File: src/rtl/fetch_queue.sv
// fetch_queue: RV32I instruction fetch stage and fetch-to-decode buffer.
//
// Owns the program counter, issues word fetches to instruction memory,
// queues returned instructions with their PCs and presents one per cycle
// to decode. Handles decode stalls, branch/jump redirects, and discards
// responses to fetches that were in flight when a redirect arrived.
//
// Ports:
//   clk, rst_n        clock (rising edge), asynchronous active-low reset
//   imem_req_*        fetch request (valid/ready handshake, word address)
//   imem_rsp_*        in-order fetch response, one per accepted request
//   redirect_valid/pc taken branch / jal / jalr target from execute
//   stall             decode cannot accept the head this cycle
//   id_valid/instr/pc/opcode
//                     queue head to decode; NOP (addi x0,x0,0) when empty

module fetch_queue #(
    parameter logic [31:0] RESET_PC = 32'h0000_0000,
    parameter int unsigned DEPTH    = 2
) (
    input  logic        clk,
    input  logic        rst_n,
    output logic        imem_req_valid,
    input  logic        imem_req_ready,
    output logic [31:0] imem_req_addr,
    input  logic        imem_rsp_valid,
    input  logic [31:0] imem_rsp_data,
    input  logic        redirect_valid,
    input  logic [31:0] redirect_pc,
    input  logic        stall,
    output logic        id_valid,
    output logic [31:0] id_instr,
    output logic [31:0] id_pc,
    output logic [6:0]  id_opcode
);

    localparam int unsigned PW  = $clog2(DEPTH);
    localparam int unsigned CW  = $clog2(DEPTH + 1);
    localparam logic [31:0] NOP = 32'h0000_0013;

    logic [31:0]   pc;
    logic [31:0]   q_pc    [DEPTH];
    logic [31:0]   q_instr [DEPTH];
    logic [31:0]   rq_pc   [DEPTH];
    logic [PW-1:0] q_rd, q_wr, rq_rd, rq_wr;
    logic [CW-1:0] count, outstanding, drop;

    logic          pop, push, req_fire, room;
    logic [CW:0]   level;

    always_comb begin
        pop   = id_valid && !stall && !redirect_valid;
        // A pop this cycle frees a slot, so issue can continue at one
        // instruction per cycle with a single-cycle memory.
        level = {1'b0, count} + {1'b0, outstanding} - (CW+1)'(pop);
        room  = level < (CW+1)'(DEPTH);
        imem_req_valid = rst_n && !redirect_valid && room;
        imem_req_addr  = pc;
        req_fire       = imem_req_valid && imem_req_ready;
        push           = imem_rsp_valid && !redirect_valid && (drop == '0);
    end

    always_ff @(posedge clk or negedge rst_n) begin
        if (!rst_n) begin
            pc          <= RESET_PC;
            count       <= '0;
            q_rd        <= '0;
            q_wr        <= '0;
            drop        <= '0;
            outstanding <= '0;
            rq_rd       <= '0;
            rq_wr       <= '0;
        end else begin
            if (redirect_valid) begin
                pc    <= redirect_pc & 32'hFFFF_FFFC;
                count <= '0;
                q_rd  <= '0;
                q_wr  <= '0;
                // drop is always a subset of outstanding, so every fetch
                // still in flight becomes stale; a response arriving this
                // cycle is discarded here and is not counted again.
                drop  <= outstanding - CW'(imem_rsp_valid);
            end else begin
                if (req_fire)
                    pc <= pc + 32'd4;
                count <= count + CW'(push) - CW'(pop);
                if (push)
                    q_wr <= q_wr + 1'b1;
                if (pop)
                    q_rd <= q_rd + 1'b1;
                if (imem_rsp_valid && (drop != '0))
                    drop <= drop - 1'b1;
            end
            // Request-PC side FIFO tracks every accepted request, stale or not.
            outstanding <= outstanding + CW'(req_fire) - CW'(imem_rsp_valid);
            if (req_fire)
                rq_wr <= rq_wr + 1'b1;
            if (imem_rsp_valid)
                rq_rd <= rq_rd + 1'b1;
        end
    end

    always_ff @(posedge clk) begin
        if (req_fire)
            rq_pc[rq_wr] <= pc;
        if (push) begin
            q_pc[q_wr]    <= rq_pc[rq_rd];
            q_instr[q_wr] <= imem_rsp_data;
        end
    end

    always_comb begin
        id_valid  = (count != '0);
        id_instr  = id_valid ? q_instr[q_rd] : NOP;
        id_pc     = id_valid ? q_pc[q_rd] : '0;
        id_opcode = id_instr[6:0];
    end

endmodule

File: config.mk
export PLATFORM = sky130hd
export DESIGN_NAME = fetch_queue
export DESIGN_NICKNAME = d
export VERILOG_FILES = /design/src/rtl/fetch_queue.sv
export SDC_FILE = /design/constraint.sdc
export NUM_CORES = 1
export LEC_CHECK = 0
export ABC_AREA = 0
export BUFFER_PORTS_ARGS = -buffer_cell sky130_fd_sc_hd__buf_4
export CAP_MARGIN = 5
export CORE_MARGIN = 2
export CORE_UTILIZATION = 40
export CTS_BUF_LIST = sky130_fd_sc_hd__clkbuf_8
export DETAILED_ROUTE_END_ITERATION = 8
export PLACE_DENSITY = 0.59
export REMOVE_ABC_BUFFERS = 1
export SYNTH_ARGS = -nofsm -noshare
export SYNTH_HDL_FRONTEND = slang
export SYNTH_SLANG_ARGS = --single-unit
File: constraint.sdc
create_clock -name clk -period 6.41 [get_ports clk]
set_clock_uncertainty 0.2 [all_clocks]
set_input_delay 0.9615 -clock clk [delete_from_list [all_inputs] [get_ports clk]]
set_output_delay 0.9615 -clock clk [all_outputs]
set_load 0.05 [all_outputs]
==> out/qor.yml <==
run:
  cap_violations: 0
power:
  p_per_area_nw_per_um2: 385.4
  ir_drop_mv: 0.1682
  p_leak_nw: 4.274
  finalPower_mw: 4.399
synth:
  syn_inst: 633
  ys_types: 42
  ys_seq_area_share_pct: 70.74
  ys_warn_count: 0
  yosysTopAreaCell: "edfxtp_1"
  syn_area_um2: 9225
  synthTopCellsByArea: "edfxtp_1, dfrtp_1, mux2i_1"
  avgSynthCellArea_um2: 14.57
  ys_ff_latch: 224
  synth_top_area_share_pct: 59.89
floorplan:
  start_util_pct: 40.75
  die_h_um: 155.9
  core_area_um2: 22640
  fp.dieW_um: 155.9
  rows: 55
  io_pins: 175
  dieArea_um2: 24290
global_route:
  grt.overflow.total: 0
  track_usage_pct: 16.68
  antenna_found_initial: 0
  grt_pass1_vias: 5809
  grt_max_degree: 65
  grt_pass1_wl_um: 31130
critical_path:
  path_class: "in -> reg"
  crit_path_max_fanout: 43
  cp-startpoint: "redirect_valid"
  crit_arrival_ns: 4.21
  cp.required_ns: 6.34
  cp-end-kind: "flop"
  worst_setup_path_start_kind: "input pin"
  reg2reg_from: "count[0]"
placed_design:
  place_ws_ns: 1.607
  hpwl_um: 12980
  detailed_place.area_um2: 10750
  port_buffers: 168
  gp_congestion: 0.7865
detailed_routing:
  drt_first_iter_violations: 390
  viasPerCell: 5.188
  drc: 0
  post_drt_wl_per_cell_um: 18.15
  drt_wl_total_um: 20440
  num_vias: 5842
  first_pass_iters: 5
  ant_nets: 0
clocking:
  clkTransAtPathRegs_ns: 0.06
  cts.hold.buffers_added: 0
  cts_root_buffer: "clkbuf_8"
  cts.sinks: 224
  h-tree-depth: 2
  cts_setup_buffers: 0
  clockBufferDepth: 3
  cts_tree: "done"
  cts_resized: 0
  clk_latency_ns: 0.52
  numCtsBuffers: 38
timing:
  fin_ws_ns: 2.133
  worst_pin_slew_ns: 1.210
  fin_worst_hold_slack_ns: 0.2379
  fin_crit_ns: 4.277
  fmax_ghz: 0.2338
  rsz0062_at_grt: "no"
  drv_slew: 0
  setup_viol: 0
  finalHoldViolations: 0
  fin_crit_sh_pct: 66.72
  slew_headroom_pct: 19.01
run_status:
  status: "complete, no violations"
finish:
  final_util_pct: 50.42
  final_area_um2: 11420
  nets: 892
  layout-drive-gt1-share_pct: 30.68
  antenna_cells: 0
  syn_to_final_growth_pct: 23.75
  nFillCells: 1951
min_path:
  hold_class: "in -> async"
[cells in the mapped netlist]
library cell / n
nor4_4: 1
or4_1: 1
inv_1: 12
o21bai_1: 1
conb_1: 1
xnor2_1: 7
a31oi_1: 5
mux2i_1: 63
dfrtp_1: 40
and3_1: 5
clkbuf_1: 19
o311ai_0: 10
nand4_1: 12
ha_1: 9
inv_2: 1
a21oi_1: 4
a32oi_1: 1
buf_1: 7
a22oi_1: 1
or3_1: 4
nand3_1: 21
a31o_2: 1
mux2_2: 30
nand2_1: 44
and2_1: 4
xor2_1: 4
buf_4: 11
o211ai_1: 13
a221o_1: 4
nand2b_1: 2
and4_1: 2
nor2_1: 76
buf_2: 1
a21o_1: 1
fa_1: 1
nor2b_1: 2
o21ai_0: 18
nor4b_4: 1
o31a_1: 1
nor3_1: 7
edfxtp_1: 184
nor4_1: 1
[where the power goes]
part           leakage (nW)  switching, mW  internal [mW]
clock                 0.390          0.542          0.577
combinational          1.73          0.897          0.457
sequential             2.16          0.156           1.77
[cells by family (layout without fill, tap and decap cells)]
family	count (synthesis)	in the layout	synth area share [%]
adders and majority gates	10	10	1.438
DFF	224	224	70.74
muxes	93	93	10.50
AOI/OAI and AO/OA	60	60	4.503
and+or+nand+nor	183	183	9.196
other	1	4	0.04065
xor gates and xnor gates	11	11	1.044
buffers and inverters	51	256	2.536
[cell usage in the layout, fill, tap and decap left out, drive strengths merged, types with 7 or more instances in the layout]
master	synthesis	routed
mux2i	63	63
nand3	21	21
nand2	44	44
ha	9	9
o21ai	18	18
mux2	30	30
nor2	76	76
o211ai	13	13
clkbuf	19	40
xnor2	7	7
edfxtp	184	184
dfrtp	40	40
inv	13	26
buf	19	174
nand4	12	12
o311ai	10	10
clkinv	0	15
nor3	7	7
[per-layer routing]
layer	GRT usage [%]	part of all wire, %	vias up
li1	-	-	2724
met1	21.41	43	2852
met2	27.88	48	234
met3	4.167	7.4	32
met4	5.505	2.0	0
met5	0	0	-
[worst max-delay path, cell delays in order]
cell and delay, ns:
buf_4 0.26, nor3_1 0.31, ha_1 0.28, nand2b_1 0.16
fa_1 0.39, xnor2_1 0.19, nor4b_4 0.26, buf_4 0.30
inv_2 0.27, nor2_4 0.80
[through the flow]
step | instances | setup TNS [ns]
floorplan | 598 | -2.002
global placement | 1057 | 0
detailed placement | 1057 | 0
CTS | 1126 | 0
global route | 1126 | 0
finish | 1126 | 0
[final timing paths]
| path | cells past startpoint | end | slack, ns |
|---|---|---|---|
| max in group asynchronous | 1 | q_rd | 5.35 |
| worst min register to register | 1 | outstanding[0] | 0.31 |
| min in group clk | 1 | outstanding[0] | 0.31 |
| worst min-delay path | 1 | outstanding[0] | 0.24 |
| worst max-delay path | 10 | rq_pc[0][19] | 2.13 |
| worst max register to register | 10 | rq_pc[0][19] | 2.48 |
[state kept, by name, summed over array words and instances (netlist names)]
name,count
q_pc,60
drop,2
rq_pc,60
imem_req_addr,30
rq_rd,1
q_instr,64
outstanding,2
q_wr,1
rq_wr,1
q_rd,1
count,2
[final cells by class]
class	instances	area [um2]	area share (%)
Clock buffer	40	550.5	4.822
Tap cell	285	356.6	3.124
Multi-Input combinational cell	361	2506	21.95
Inverter	13	48.80	0.4274
Clock inverter	29	117.6	1.030
Sequential cell	224	6530	57.20
Timing Repair Buffer	174	1306	11.44
(Power assumes the default switching activity.)
